$ cat src/rtl/spart_rx_fifo_pkg.sv
// Shared types for the SPART receive path.
// Receiver FSM states and parity-mode encodings.
package spart_pkg;

   typedef enum logic [2:0] {
      IDLE,
      START,
      DATA,
      PARITY,
      STOP
   } rx_state_t;

   localparam logic PARITY_EVEN = 1'b0;
   localparam logic PARITY_ODD  = 1'b1;

endpackage

$ cat src/rtl/spart_rx_fifo_if.sv
// Driver-side bus of the SPART receive path.
// Read port of the receive FIFO plus sticky error flags.
interface spart_rx_fifo_if #(
   parameter int DATA_BITS  = 8,
   parameter int FIFO_DEPTH = 4
);
   localparam int CNT_W = $clog2(FIFO_DEPTH + 1);

   logic                 rd_en;
   logic                 err_clr;
   logic [DATA_BITS-1:0] rd_data;
   logic                 rda;
   logic [CNT_W-1:0]     count;
   logic                 frame_err;
   logic                 parity_err;
   logic                 overrun;

   modport master (
      output rd_en, err_clr,
      input  rd_data, rda, count,
      input  frame_err, parity_err, overrun
   );

   modport slave (
      input  rd_en, err_clr,
      output rd_data, rda, count,
      output frame_err, parity_err, overrun
   );

endinterface

$ cat src/rtl/spart_fifo.sv
// Synchronous first-word fall-through FIFO.
// Push while full is accepted only when a pop frees the slot.
module spart_fifo #(
   parameter int DATA_WIDTH = 8,
   parameter int DEPTH      = 4,
   localparam int CNT_W     = $clog2(DEPTH + 1)
) (
   input  logic                  clk,
   input  logic                  rst,
   input  logic                  push_i,
   input  logic                  pop_i,
   input  logic [DATA_WIDTH-1:0] wdata_i,
   output logic [DATA_WIDTH-1:0] rdata_o,
   output logic                  full_o,
   output logic                  empty_o,
   output logic [CNT_W-1:0]      count_o
);
   localparam int PTR_W = $clog2(DEPTH);

   logic [DATA_WIDTH-1:0] mem_q [DEPTH];
   logic [PTR_W-1:0]      wr_q, rd_q;
   logic [CNT_W-1:0]      cnt_q, cnt_d;
   logic                  do_push, do_pop;

   assign empty_o = (cnt_q == '0);
   assign full_o  = (cnt_q == CNT_W'(DEPTH));
   assign count_o = cnt_q;
   assign rdata_o = empty_o ? '0 : mem_q[rd_q];

   assign do_pop  = pop_i & ~empty_o;
   assign do_push = push_i & (~full_o | do_pop);

   // Occupancy next-state: simultaneous push and pop leaves it unchanged.
   always_comb begin
      cnt_d = cnt_q;
      if (do_push && !do_pop)
         cnt_d = cnt_q + CNT_W'(1);
      else if (do_pop && !do_push)
         cnt_d = cnt_q - CNT_W'(1);
   end

   // Pointers and count; pointers wrap naturally at DEPTH.
   always_ff @(posedge clk) begin
      if (rst) begin
         wr_q  <= '0;
         rd_q  <= '0;
         cnt_q <= '0;
      end else begin
         if (do_push) wr_q <= wr_q + PTR_W'(1);
         if (do_pop)  rd_q <= rd_q + PTR_W'(1);
         cnt_q <= cnt_d;
      end
   end

   // Storage array; contents are don't-care until written.
   always_ff @(posedge clk) begin
      if (do_push) mem_q[wr_q] <= wdata_i;
   end

endmodule

$ cat src/rtl/spart_rx_fifo.sv
// SPART receiver: oversampled serial RX with parity and FIFO.
// Frames are phase-aligned by reloading the baud counter at start.
module spart_rx_fifo
   import spart_pkg::*;
#(
   parameter int DATA_BITS  = 8,
   parameter int FIFO_DEPTH = 4,
   parameter int OVERSAMPLE = 16,
   parameter int DIV_W      = 16
) (
   input  logic             clk,
   input  logic             rst,
   input  logic             rxd,
   input  logic [DIV_W-1:0] divisor,
   input  logic             parity_en,
   input  logic             parity_odd,
   spart_rx_fifo_if.slave   bus
);
   localparam int OS_W  = $clog2(OVERSAMPLE);
   localparam int BIT_W = $clog2(DATA_BITS + 1);
   localparam int CNT_W = $clog2(FIFO_DEPTH + 1);
   localparam logic [OS_W-1:0]  HALF_M1  = OS_W'(OVERSAMPLE / 2 - 1);
   localparam logic [OS_W-1:0]  FULL_M1  = OS_W'(OVERSAMPLE - 1);
   localparam logic [BIT_W-1:0] LAST_BIT = BIT_W'(DATA_BITS - 1);

   logic                 sync1_q, sync2_q, prev_q;
   logic                 rxs, fell;
   logic [DIV_W-1:0]     baud_q, baud_d;
   logic                 tick, restart;
   rx_state_t            state_q, state_d;
   logic [OS_W-1:0]      os_q, os_d;
   logic [BIT_W-1:0]     bit_q, bit_d;
   logic [DATA_BITS-1:0] sh_q, sh_d;
   logic                 pmis_q, pmis_d;
   logic                 pen_q, pen_d;
   logic                 podd_q, podd_d;
   logic                 par_exp;
   logic                 push, pop, full, empty;
   logic                 ferr_ev, perr_ev, ovr_ev;
   logic                 ferr_q, ferr_d;
   logic                 perr_q, perr_d;
   logic                 ovr_q, ovr_d;
   logic [CNT_W-1:0]     fcount;
   logic [DATA_BITS-1:0] rdata;

   assign rxs  = sync2_q;
   assign fell = prev_q & ~sync2_q;
   assign tick = (baud_q == '0);

   assign par_exp = (^sh_q) ^ (podd_q == PARITY_ODD);

   // Two-flop synchroniser plus one history flop for edge detect.
   always_ff @(posedge clk) begin
      if (rst) begin
         sync1_q <= 1'b1;
         sync2_q <= 1'b1;
         prev_q  <= 1'b1;
      end else begin
         sync1_q <= rxd;
         sync2_q <= sync1_q;
         prev_q  <= sync2_q;
      end
   end

   // Baud down-counter: reload on zero or on start detection.
   always_comb begin
      baud_d = baud_q - DIV_W'(1);
      if (restart || tick) baud_d = divisor;
   end

   // Baud counter register.
   always_ff @(posedge clk) begin
      if (rst) baud_q <= '0;
      else     baud_q <= baud_d;
   end

   // Receiver FSM next-state, datapath updates and event pulses.
   always_comb begin
      state_d = state_q;
      os_d    = os_q;
      bit_d   = bit_q;
      sh_d    = sh_q;
      pmis_d  = pmis_q;
      pen_d   = pen_q;
      podd_d  = podd_q;
      restart = 1'b0;
      push    = 1'b0;
      ferr_ev = 1'b0;
      perr_ev = 1'b0;
      unique case (state_q)
         IDLE: begin
            if (fell) begin
               state_d = START;
               os_d    = '0;
               bit_d   = '0;
               pmis_d  = 1'b0;
               pen_d   = parity_en;
               podd_d  = parity_odd;
               restart = 1'b1;
            end
         end
         START: begin
            if (tick) begin
               if (os_q == HALF_M1) begin
                  os_d    = '0;
                  state_d = rxs ? IDLE : DATA;
               end else begin
                  os_d = os_q + OS_W'(1);
               end
            end
         end
         DATA: begin
            if (tick) begin
               if (os_q == FULL_M1) begin
                  os_d  = '0;
                  sh_d  = {rxs, sh_q[DATA_BITS-1:1]};
                  bit_d = bit_q + BIT_W'(1);
                  if (bit_q == LAST_BIT)
                     state_d = pen_q ? PARITY : STOP;
               end else begin
                  os_d = os_q + OS_W'(1);
               end
            end
         end
         PARITY: begin
            if (tick) begin
               if (os_q == FULL_M1) begin
                  os_d    = '0;
                  pmis_d  = (rxs != par_exp);
                  state_d = STOP;
               end else begin
                  os_d = os_q + OS_W'(1);
               end
            end
         end
         STOP: begin
            if (tick) begin
               if (os_q == FULL_M1) begin
                  os_d    = '0;
                  state_d = IDLE;
                  if (!rxs)       ferr_ev = 1'b1;
                  else if (pmis_q) perr_ev = 1'b1;
                  else            push    = 1'b1;
               end else begin
                  os_d = os_q + OS_W'(1);
               end
            end
         end
      endcase
   end

   // Receiver FSM state and datapath registers.
   always_ff @(posedge clk) begin
      if (rst) begin
         state_q <= IDLE;
         os_q    <= '0;
         bit_q   <= '0;
         sh_q    <= '0;
         pmis_q  <= 1'b0;
         pen_q   <= 1'b0;
         podd_q  <= 1'b0;
      end else begin
         state_q <= state_d;
         os_q    <= os_d;
         bit_q   <= bit_d;
         sh_q    <= sh_d;
         pmis_q  <= pmis_d;
         pen_q   <= pen_d;
         podd_q  <= podd_d;
      end
   end

   assign pop    = bus.rd_en & ~empty;
   assign ovr_ev = push & full & ~pop;

   // Sticky flags: a new error event overrides a clear.
   always_comb begin
      ferr_d = (ferr_q & ~bus.err_clr) | ferr_ev;
      perr_d = (perr_q & ~bus.err_clr) | perr_ev;
      ovr_d  = (ovr_q  & ~bus.err_clr) | ovr_ev;
   end

   // Sticky flag registers.
   always_ff @(posedge clk) begin
      if (rst) begin
         ferr_q <= 1'b0;
         perr_q <= 1'b0;
         ovr_q  <= 1'b0;
      end else begin
         ferr_q <= ferr_d;
         perr_q <= perr_d;
         ovr_q  <= ovr_d;
      end
   end

   spart_fifo #(
      .DATA_WIDTH (DATA_BITS),
      .DEPTH      (FIFO_DEPTH)
   ) u_fifo (
      .clk     (clk),
      .rst     (rst),
      .push_i  (push),
      .pop_i   (bus.rd_en),
      .wdata_i (sh_q),
      .rdata_o (rdata),
      .full_o  (full),
      .empty_o (empty),
      .count_o (fcount)
   );

   assign bus.rd_data    = rdata;
   assign bus.rda        = ~empty;
   assign bus.count      = fcount;
   assign bus.frame_err  = ferr_q;
   assign bus.parity_err = perr_q;
   assign bus.overrun    = ovr_q;

endmodule

$ cat src/flat_wrapper.sv
// flat-port wrapper written by rule: the top's interface ports become plain ports
module spart_rx_fifo_flat import spart_pkg::*;
#(
   parameter int DATA_BITS  = 8,
   parameter int FIFO_DEPTH = 4,
   parameter int OVERSAMPLE = 16,
   parameter int DIV_W      = 16
)
  (clk, rst, rxd, divisor, parity_en, parity_odd, bus_rd_en, bus_err_clr, bus_rd_data, bus_rda, bus_count, bus_frame_err, bus_parity_err, bus_overrun);
  spart_rx_fifo_if #(.DATA_BITS(DATA_BITS), .FIFO_DEPTH(FIFO_DEPTH)) bus_i ();
  input  logic clk;
  input  logic rst;
  input  logic rxd;
  input  logic [DIV_W-1:0] divisor;
  input  logic parity_en;
  input  logic parity_odd;
  input wire logic [$bits(bus_i.rd_en)-1:0] bus_rd_en;
  input wire logic [$bits(bus_i.err_clr)-1:0] bus_err_clr;
  output wire logic [$bits(bus_i.rd_data)-1:0] bus_rd_data;
  output wire logic [$bits(bus_i.rda)-1:0] bus_rda;
  output wire logic [$bits(bus_i.count)-1:0] bus_count;
  output wire logic [$bits(bus_i.frame_err)-1:0] bus_frame_err;
  output wire logic [$bits(bus_i.parity_err)-1:0] bus_parity_err;
  output wire logic [$bits(bus_i.overrun)-1:0] bus_overrun;
  assign bus_i.rd_en = bus_rd_en;
  assign bus_i.err_clr = bus_err_clr;
  assign bus_rd_data = bus_i.rd_data;
  assign bus_rda = bus_i.rda;
  assign bus_count = bus_i.count;
  assign bus_frame_err = bus_i.frame_err;
  assign bus_parity_err = bus_i.parity_err;
  assign bus_overrun = bus_i.overrun;
  spart_rx_fifo #(.DATA_BITS(DATA_BITS), .FIFO_DEPTH(FIFO_DEPTH), .OVERSAMPLE(OVERSAMPLE), .DIV_W(DIV_W)) u_core (.clk(clk), .rst(rst), .rxd(rxd), .divisor(divisor), .parity_en(parity_en), .parity_odd(parity_odd), .bus(bus_i));
endmodule
$ cat config.mk
export PLATFORM = sky130hd
export DESIGN_NAME = spart_rx_fifo_flat
export DESIGN_NICKNAME = d
export VERILOG_FILES = /design/src/rtl/spart_rx_fifo_pkg.sv /design/src/rtl/spart_rx_fifo_if.sv /design/src/rtl/spart_fifo.sv /design/src/rtl/spart_rx_fifo.sv /design/src/flat_wrapper.sv
export SDC_FILE = /design/constraint.sdc
export NUM_CORES = 1
export LEC_CHECK = 0
export ABC_AREA = 0
export CORE_MARGIN = 4
export CORE_UTILIZATION = 45
export CTS_CLUSTER_DIAMETER = 60
export DETAILED_ROUTE_END_ITERATION = 10
export PLACE_DENSITY = 0.77
export SLEW_MARGIN = 15
export SYNTH_ARGS = -nofsm -noshare
export SYNTH_HDL_FRONTEND = slang
export SYNTH_SLANG_ARGS = --single-unit
$ cat constraint.sdc
create_clock -name clk -period 8.89 [get_ports clk]
set_input_delay 2.667 -clock clk [delete_from_list [all_inputs] [get_ports clk]]
set_output_delay 2.667 -clock clk [all_outputs]
set_load 0.005 [all_outputs]
# Word level (Yosys, flattened, before mapping)
# Memories as Yosys holds them, arrays and structs flattened. A register that Yosys moved wholly into a read port is not among the register bits.
# Index checks and enable logic that the tools add are counted.
# W data, S select, Z words.
# op_classes
bitwise	18
n_reduce_logical	19
add_sub_neg	7
eq_ne	20
muxes	50
# ops
operator	count
$mux W3	13
$mux W4	7
$ne A2 B1 Y1 const B	11
$mux W1	21
$logic_not A16 Y1	1
$mux W16	1
$sub A16 B1 Y16 const B	1
$pmux W3 S5	1
$pmux W4 S3	1
$reduce_and A10 Y1	1
$add A4 B1 Y4 const B	2
$and A1 B1 Y1	8
$eq A4 B3 Y1 const B	2
$mux W8	1
$pmux W4 S2	1
$reduce_and A4 Y1	2
$reduce_xor A8 Y1	1
$eq A3 B2 Y1 const B	2
$eq A3 B3 Y1 const B	2
$logic_not A3 Y1	2
$mux W2	3
$reduce_and A3 Y1	2
$reduce_bool A2 Y1	3
$not A1 Y1	5
14 further kinds	20
# word_totals
n_memories	1
register_bits	51
elab_cells	132
mem_bits_rw	32
output_inout_bits	15
# memory_table
memory	words	width	read_ports	rd_clocked_by_memory_dff	write_ports	line_no	text
u_core.u_fifo.mem_q	4	8	1	1	1	spart_fifo.sv:20	logic [DATA_WIDTH-1:0] mem_q [DEPTH];

# Logic depth before layout (Yosys ltp)
# depth
ltp_word	10
mapped_depth	13
ltp_nobuf	12

# Hierarchy
# From an unflattened synthesis, not the netlist that was laid out.
# unflattened
cells_unflattened	361
hier_area_um2	3992.6
# by_module_without_submodules
mod	cells_each	seq_area_each_um2	area_each_um2	n_inst
spart_rx_fifo	261	880.8	2285.9	1
spart_fifo	100	1141.1	1706.6	1

# Worst setup path after synthesis
# No wires, ideal clock.
# synth_path
kind	input-to-reg
from	in bus_rd_en
to	reg u_core.u_fifo.cnt_q[2], in the netlist u_core.u_fifo.count_o[2]
path_buffers	0
setup_ps	71
t_required_ps	8819
t_arrival_ps	4186
slack_ps	4634
stages	8
cell_sequence	nor4b_1 -> nor2_1 -> ha_1 -> inv_1 -> fa_1 -> xor2_1 -> or3_1 -> a21oi_1
# synth_between
elab_chain_cells	6
# synth_rtl
item	line_no	text
start, declared	flat_wrapper.sv:17	input wire logic [$bits(bus_i.rd_en)-1:0] bus_rd_en;
$and A1 B1 Y1 *	spart_fifo.sv:30	assign do_pop = pop_i & ~empty_o;
$or A1 B1 Y1 *	spart_fifo.sv:31	assign do_push = push_i & (~full_o | do_pop);
$and A1 B1 Y1 *	spart_fifo.sv:31	
via u_core.u_fifo.do_push	spart_fifo.sv:23	logic do_push, do_pop;
$logic_not A1 Y1	spart_fifo.sv:38	else if (do_pop && !do_push)
$logic_and A1 B1 Y1	spart_fifo.sv:38	
$reduce_bool A2 Y1 (no source line)	n/a	
end signal, assigned	spart_fifo.sv:51	cnt_q <= cnt_d;
end, declared	spart_fifo.sv:22	logic [CNT_W-1:0] cnt_q, cnt_d;
# Mark *: on every way through the listed nets, which the timed path passes. The rest lies on a longest branch.
# A chain may end at the register's enable or synchronous reset.

==> results.ini <==
[routing]
first_iter_violations = 172
route.detailed.vias_per_inst = 5.44
drt_pre_antenna_iters = 4
antenna_left = 0
detail_route.wirelength.met1_mm = 3.22
wl_met2_mm = 3.81
totalWireLength_mm = 7.45
avgRoutedWirePerCell_um = 14.3
drt_drc_violations_left = 0
routed-wl-met3_um = 332
detailroute.via_count = 2833
top_signal_layer_used = met4

[finish]
register_area_sq_mm = 0.00202
antenna-diode-count = 0
layout.core_utilization_pct = 53.2
fillerInstances = 749
area_growth_pct = 15.9
post_route_cells_drive_above_1_share_pct = 8.72
multi_input_comb_area_sq_mm = 0.00187
nets_final = 441

[floorplan]
fp-row-count = 34
fp.dieH_um = 102
chipWidth_um = 102
num_io_pins = 38
initial_core_utilization_pct = 45.9
core_area_sq_mm = 0.00868
dieArea_sq_mm = 0.0104

[timing]
min_period_ps = 4860
rsz0062_at_grt = no
final.period_utilization_pct = 54.7
finalMaxSlewViolations = 0
final.setup_skew_ps = 8.91
maxClockFrequency_mhz = 206
finalHoldViolCount = 0
fin_hold_ws_ps = 419
worst_pin_slew_ps = 934
totalNegativeSetupSlack_ps = 0
max-slew-margin-rel_pct = 37.7
finalSetupViolations = 0

[clock_tree]
cts_made_buffers = 9
max-clock-path-buffers = 2
post-cts-setup-buffer-count = 0
clk_root_buffer_cell = clkbuf_8
cts.clk_slew.worst_paths_ps = 90
ctsResizeCount = 0
insertion_delay_ps = 350
htreeDepth = 3
tritoncts_clock_tree = built
cts.sinks = 85
postCtsHoldBufs = 0

[logic_synthesis]
post_synth.cell_area_avg_sq_um = 10.5
synthCells = 378
synth_nets = 411
yosys_register_bits = 85
postSynth.asyncResetShare_pct = 0
yosysWarnings = 0
synth_enable_flop_cells = 32
sequential_element_share_of_the_synthesized_area_pct = 50.7
mappedNetlistArea_sq_mm = 0.00399
yosysUniqueCellTypes = 50
synth-main-ff-cell = dfxtp_1

[power]
share_clk_of_total_power_pct = 21.5
pwr_density_cell_mw_per_mm2 = 263
p_leak_nw = 1.66
power.share.switching_pct = 34.9
combinationalPowerShare_pct = 36.6
intPower_uw = 792
sequentialPowerShare_pct = 41.9
switching_power_uw = 424
power.ir.vdd_worst_v = 0.000163
post-layout-total-power_mw = 1.22

[outcome]
status = completed

[setup_path]
cp-end-kind = output port
critical_path_class = flop to output port
cp_max_delay_cell = dfxtp_1
crit_path_max_fanout = 8
critical_path.cell_chain = mux4_2, and2_1, clkdlybuf4s50_1
timing.critical_path.required_ps = 6220
worst_r2r_startpoint = u_core.baud_q[6]$_SDFF_PP0_
reg2reg_depth = 10
worst_setup_path_start_kind = flop
crit_arrival_ps = 2200
critical_path_s_largest_stage_delay_ps = 670

[global_routing]
grt_antenna_before_repair = 0
wire_length_of_the_first_global_routing_pass_mm = 12.8
global_route.usage.total_pct = 15.5
grt_pass1_vias = 2768
grt.overflow.total = 0
largest_net_degree_at_the_start_of_global_routing = 54

[worst_hold_path]
holdCritStartpoint = u_core.sync1_q$_SDFF_PP1_
worst_hold_path_class = flop to flop
min_delay_path_depth = 1

[flow_run]
max_cap_violations = 0

[placed_design]
portBuffers = 37
globalplace.congestion = 0.765
dpl.hpwl_mm = 5.26

[worst max-delay path: cells and delay by family, from the launching register on]
kind                   cells  cell delay (ps)
DFF                        1              670
muxes                      1              570
buffers and inverters      1              430
and+or+nand+nor            1              160
[synthesized netlist by cell type (5+ instances only)]
cell type | n | share of area (%)
a211oi_1 | 12 | 2.3
a21oi_1 | 23 | 2.9
and2_1 | 8 | 1.3
and3_1 | 5 | 0.78
clkbuf_1 | 13 | 1.2
dfxtp_1 | 53 | 27
edfxtp_1 | 32 | 24
ha_1 | 9 | 2.8
inv_1 | 10 | 0.94
mux2i_1 | 10 | 2.5
mux4_2 | 8 | 4.5
nand2_1 | 17 | 1.6
nand2b_1 | 7 | 1.1
nand3_1 | 14 | 1.8
nand4_1 | 6 | 0.94
nor2_1 | 47 | 4.4
nor3_1 | 5 | 0.63
nor4_1 | 6 | 0.94
o21ai_0 | 12 | 1.5
or2_2 | 5 | 0.78
or3_1 | 5 | 0.78
xnor2_1 | 12 | 2.6
xor2_1 | 15 | 3.3
[power groups by stage]
stage	logic (mW)	clock network, mW	registers, mW
final	0.445	0.262	0.509
after global routing	0.505	0.289	0.518
after CTS	0.447	0.271	0.509
after detailed placement	0.443	0	0.518
after global placement	0.434	0	0.514
after floorplan	0.333	0	0.486
[cell type report]
cell class | instances | area share [%]
Inverter | 10 | 0.812
Multi-Input combinational cell | 265 | 40.4
Clock buffer | 11 | 3.30
Tap cell | 108 | 2.92
Sequential cell | 85 | 43.8
Timing Repair Buffer | 37 | 7.91
Clock inverter | 5 | 0.894
[layer usage]
layer	vias up	track usage [%]
met5	-	0
met4	0	4.24
met3	9	3.48
met2	55	26.3
met1	1345	20.0
li1	1424	-
[state kept, by name (all words and copies together), names as in the netlist, 2 cells and up, named ones only]
register,cells
u_core.baud_q,16
u_core.bit_q,4
u_core.os_q,4
u_core.sh_q,8
u_core.state_q,3
u_core.u_fifo.count_o,3
u_core.u_fifo.mem_q,32
u_core.u_fifo.rd_q,2
u_core.u_fifo.wr_q,2
[worst paths after layout]
check                                                             end  slack, ps
worst max-delay path                                   bus_rd_data[0]       4030
worst max register to register  u_core.u_fifo.count_o[2]$_SDFFE_PP0P_       5440
worst min register to register                  u_core.rxs$_SDFF_PP1_        420
worst min-delay path                            u_core.rxs$_SDFF_PP1_        420
[cells in the final DEF, fill, tap and decap left out, types with 5 or more instances in the layout]
master,instances
a211oi_1,12
a21oi_1,22
and2_1,8
and3_1,5
clkbuf_8,9
clkdlybuf4s50_1,36
dfxtp_1,53
edfxtp_1,32
ha_1,9
inv_1,10
mux2i_1,10
mux4_2,8
nand2_1,17
nand2b_1,7
nand3_1,14
nand4_1,6
nor2_1,47
nor3_1,5
nor4_1,6
o21ai_0,12
or2_2,5
or3_1,5
xnor2_1,12
xor2_1,15
[per-stage QoR]
step	setup slack [ps]	std cells	instance area [sq um]
after floorplan	4630	378	3990
after global placement	4020	505	4420
after detailed placement	3840	505	4420
after CTS	3950	521	4610
after global routing	3870	521	4620
final	4030	521	4620
[cell families after synthesis]
family,share of synthesized area [%]
compound gates,9.48
flops,50.7
buf+inv,2.76
fa+ha+maj,3.33
simple gates,20.2
mux,7.03
xor+xnor,6.50
(Power assumes the default switching activity.)
==> edit 1 (same flow settings) <==
Reset style: asynchronous (`rst`), changed in 5 clocked blocks. Comments in the files are not updated.
--- a/src/rtl/spart_fifo.sv
+++ b/src/rtl/spart_fifo.sv
@@ -40,7 +40,7 @@
    end
 
    // Pointers and count; pointers wrap naturally at DEPTH.
-   always_ff @(posedge clk) begin
+   always_ff @(posedge clk or posedge rst) begin
       if (rst) begin
          wr_q  <= '0;
          rd_q  <= '0;
--- a/src/rtl/spart_rx_fifo.sv
+++ b/src/rtl/spart_rx_fifo.sv
@@ -50,7 +50,7 @@
    assign par_exp = (^sh_q) ^ (podd_q == PARITY_ODD);
 
    // Two-flop synchroniser plus one history flop for edge detect.
-   always_ff @(posedge clk) begin
+   always_ff @(posedge clk or posedge rst) begin
       if (rst) begin
          sync1_q <= 1'b1;
          sync2_q <= 1'b1;
@@ -69,7 +69,7 @@
    end
 
    // Baud counter register.
-   always_ff @(posedge clk) begin
+   always_ff @(posedge clk or posedge rst) begin
       if (rst) baud_q <= '0;
       else     baud_q <= baud_d;
    end
@@ -150,7 +150,7 @@
    end
 
    // Receiver FSM state and datapath registers.
-   always_ff @(posedge clk) begin
+   always_ff @(posedge clk or posedge rst) begin
       if (rst) begin
          state_q <= IDLE;
          os_q    <= '0;
@@ -181,7 +181,7 @@
    end
 
    // Sticky flag registers.
-   always_ff @(posedge clk) begin
+   always_ff @(posedge clk or posedge rst) begin
       if (rst) begin
          ferr_q <= 1'b0;
          perr_q <= 1'b0;
Formal check against the unedited RTL: same outputs for any inputs over 10 cycles, from zero or initial values and one cycle with rst high; that may be too few to reach the edited logic, so the function may still have changed.
==> edit 1 against the original RTL <==
Design area increased by 2.2%; power is 2.5% lower; setup slack worse by 0.067 ns; non-clock buffer count rose by 2; synthesized area increased by 0.78%; sequential cell count fell by 2; clock power up 17%; register-to-register slack got worse by 0.08 ns; synthesized cell count fell by 11%; routed wire length down 3.2%; critical path depth did not move.
==> edit 1: results (changes against the original RTL) <==
insertion_delay_ns: 0.36
slew_headroom: 0.4850  # +0.1079
drive_gt1_frac: 0.1474  # +0.06020
yosysUniqueCellTypes: 56  # +12%
track_usage: 0.1489  # -0.005881
min_to: "u_core.rxs$_DFF_PP1_"
grt_pass1_wl_um: 11990  # -6.7%
synth-seq-area-share: 0.5576  # +0.05054
nNetsFinal: 408  # -7.5%
hp-start: "u_core.sync1_q$_DFF_PP1_"
synth_nets: 371  # -9.7%
ir_worst_vdd_mv: 0.1032  # -37%
leakage_uw: 0.001804  # +8.9%
whs_path_depth: 0  # -1
rrSetupSlack_ns: 5.36  # -0.08 ns
place_inst: 472  # -6.5%
vias: 2620  # -7.5%
cpPeakStageDelay_ns: 0.71  # +0.04 ns
dp_hpwl_um: 5078  # -3.5%
r2r_end: "u_core.u_fifo.count_o[2]$_DFFE_PP0P_"
synthArstFlopShare: 0.6145  # +0.6145
r2r_cells: 12  # +2
reg2reg_from: "u_core.baud_q[0]$_DFF_PP0_"
status: "complete, no violations"
whs_ns: 0.3670  # -0.05147 ns
grt_antenna_before_repair: 0  # unchanged
drtIter0Drc: 197  # +15%
syn_inst: 338  # -11%
skew_ns: 0.009842  # +0.0009341 ns
grt_max_degree: 52  # -3.7%
ys.flop_type: "dfrtp_1"
synthTopCellsByArea: "dfrtp_1 30%, edfxtp_1 24%, xnor2_1 5.0%"
wl_per_cell_um: 14.78  # +3.4%
instances_no_fill: 488  # -6.3%
cp_slowest_cell: "dfrtp_1"
edit 1: changes by cell type in the layout (fill, tap and decap cells not counted), sizes merged, moves of 9 or more:
cell,before,now
xor2,15,6
mux2,0,11
dfxtp,53,0
dfrtp,0,48
a211oi,12,0
xnor2,12,23
o21ai,12,26
a21oi,23,6
nor2,47,17
nand2,17,41
edit 1: kinds of logic after synthesis:
kind of cell	count (synthesis)	synth area share
AND/OR/NAND/NOR	124	0.1700
flip-flops	83	0.5576
multiplexers	21	0.08157
buffers and inverters	23	0.02148
AO/OA/AOI/OAI	48	0.07316
XOR/XNOR	29	0.06320
adder cells (fa/ha/maj)	10	0.03300
edit 1: worst register-to-register path, delay by kind of cell (launching register included):
| kind | cells | cell delay (ns) |
|---|---|---|
| xor+xnor | 2 | 0.32 |
| fa+ha+maj | 3 | 0.78 |
| buf+inv | 2 | 0.16 |
| flops | 1 | 0.42 |
| simple gates | 5 | 1.79 |
edit 1: worst max-delay path by stage:
| stage | end | slack, ns | cells past startpoint |
|---|---|---|---|
| floorplan | u_core.u_fifo.count_o[1]$_DFFE_PP0P_ | 4.52 | 6 |
| global placement | u_core.u_fifo.count_o[1]$_DFFE_PP0P_ | 3.97 | 7 |
| detailed placement | u_core.u_fifo.count_o[1]$_DFFE_PP0P_ | 3.86 | 7 |
| CTS | bus_rd_data[5] | 3.87 | 3 |
| global route | bus_rd_data[7] | 3.78 | 3 |
| finish | bus_rd_data[7] | 3.96 | 3 |
edit 1: layout make-up:
class,count,area [sq um]
clock buffers,9,123.9
clock inverters,7,106.4
fillers,728,4000
inverters,10,37.54
multi-input cells,232,1692
flip-flops and latches,83,2241
well taps,108,135.1
repair buffers,39,385.4
edit 1: layer usage:
layer	global-route usage	share of wire
met1	0.1874	0.45
met2	0.2403	0.47
met3	0.04533	0.065
met4	0.06155	0.015
met5	0	0
edit 1: stage by stage:
step / instance area (sq um) / setup WS (ns) / util / total power, uW
floorplan: 4019 / 4.518 / - / 772.2
global placement: 4491 / 3.970 / 0.5149 / 877.4
detailed placement: 4491 / 3.865 / 0.5149 / 891.2
CTS: 4721 / 3.873 / 0.5413 / 1201
global route: 4721 / 3.782 / 0.5413 / 1264
finish: 4721 / 3.960 / 0.5413 / 1185
edit 1: power by group:
group	switching, uW	internal, uW	leakage [uW]
registers	96.8	460	0.000953
clock network	144	163	0.000116
logic	124	197	0.000735
total	365	820	0.00180
==> edit 2 (same settings) <==
Made on the original files. `DATA_BITS` is set to 8 in 3 places; all go to 16.
--- a/src/rtl/spart_rx_fifo_if.sv
+++ b/src/rtl/spart_rx_fifo_if.sv
@@ -1,7 +1,7 @@
 // Driver-side bus of the SPART receive path.
 // Read port of the receive FIFO plus sticky error flags.
 interface spart_rx_fifo_if #(
-   parameter int DATA_BITS  = 8,
+   parameter int DATA_BITS  = 16,
    parameter int FIFO_DEPTH = 4
 );
    localparam int CNT_W = $clog2(FIFO_DEPTH + 1);
--- a/src/rtl/spart_rx_fifo.sv
+++ b/src/rtl/spart_rx_fifo.sv
@@ -3,7 +3,7 @@
 module spart_rx_fifo
    import spart_pkg::*;
 #(
-   parameter int DATA_BITS  = 8,
+   parameter int DATA_BITS  = 16,
    parameter int FIFO_DEPTH = 4,
    parameter int OVERSAMPLE = 16,
    parameter int DIV_W      = 16
--- a/src/flat_wrapper.sv
+++ b/src/flat_wrapper.sv
@@ -1,7 +1,7 @@
 // flat-port wrapper written by rule: the top's interface ports become plain ports
 module spart_rx_fifo_flat import spart_pkg::*;
 #(
-   parameter int DATA_BITS  = 8,
+   parameter int DATA_BITS  = 16,
    parameter int FIFO_DEPTH = 4,
    parameter int OVERSAMPLE = 16,
    parameter int DIV_W      = 16
Interface: changed (resized bus_rd_data); port bits go from 38 to 46. No check against the original RTL was run, so the function may have changed too.
==> edit 2 against the original RTL <==
Non-clock buffer count is 10 higher; design area is 45% higher; synthesized area is 38% higher; setup slack worse by 0.11 ns; power is 58% higher; routed wire length is 38% higher; highest routed layer unchanged; die area is 35% higher; sequential cell count is 41 higher.
==> edit 2: results (changes against the original RTL) <==
status: "complete, no violations"
synth-seq-area-share: 0.5734  # +0.06631
p_total_uw: 1916  # +58%
ys.flop_type: "edfxtp_1"
vias: 3562  # +26%
rrSetupSlack_ns: 5.73  # +0.29 ns
place_inst: 636  # +26%
grt_use_met3: 0.04928  # +0.01447
wl_met1_um: 4669  # +45%
place_congestion: 0.8137  # +6.4%
wl_met3_um: 441  # +33%
whs_ns: 0.4108  # -0.007731 ns
io_buffers: 45  # +22%
p_comb_frac: 0.251  # -0.115
pre_cts_ws_ns: 3.688  # -0.1511 ns
insertion_delay_ns: 0.40  # +0.05 ns
grt_pass1_wl_um: 17550  # +37%
synthTopCellsByArea: "edfxtp_1 35%, dfxtp_1 22%, mux4_2 6.5%"
cts_made_buffers: 17  # +8
drive_gt1_frac: 0.1228  # +0.03567
wl_met2_um: 5132  # +35%
r2r_cells: 9  # -1
reg2reg_from: "u_core.baud_q[4]$_SDFF_PP0_"
cts_root_buf: "clkbuf_16"
yosysUniqueCellTypes: 48  # -4.0%
synth_enable_flop_cells: 64  # +100%
wl_um: 10310  # +38%
grt_max_degree: 61  # +13%
cp_slowest_cell: "dfxtp_2"
placed_area_sq_um: 6066  # +37%
-- edit 2: cell types whose count changed after synthesis, sizes merged, moves of 8 or more --
cell | unedited run | this run
nor2 | 47 | 34
nand2 | 17 | 48
mux4 | 8 | 16
a21oi | 23 | 33
and2 | 8 | 20
edfxtp | 32 | 64
xnor2 | 12 | 23
dfxtp | 53 | 62
-- edit 2: logic make-up after synthesis --
| family | after synthesis | share of synthesized area |
|---|---|---|
| and+or+nand+nor | 168 | 0.1631 |
| buffers and inverters | 36 | 0.02608 |
| AOI/OAI and AO/OA | 70 | 0.07803 |
| muxes | 20 | 0.07258 |
| DFF | 126 | 0.5734 |
| xor gates and xnor gates | 35 | 0.06056 |
| adders and majority gates | 11 | 0.02631 |
-- edit 2: cell type report --
cell class	instances	area, sq um
Sequential cell	126	3164
Multi-Input combinational cell	304	2221
Inverter	12	45.04
Clock inverter	14	181.4
Tap cell	147	183.9
Clock buffer	18	429.2
Timing Repair Buffer	47	460.4
Fill cell	975	5326
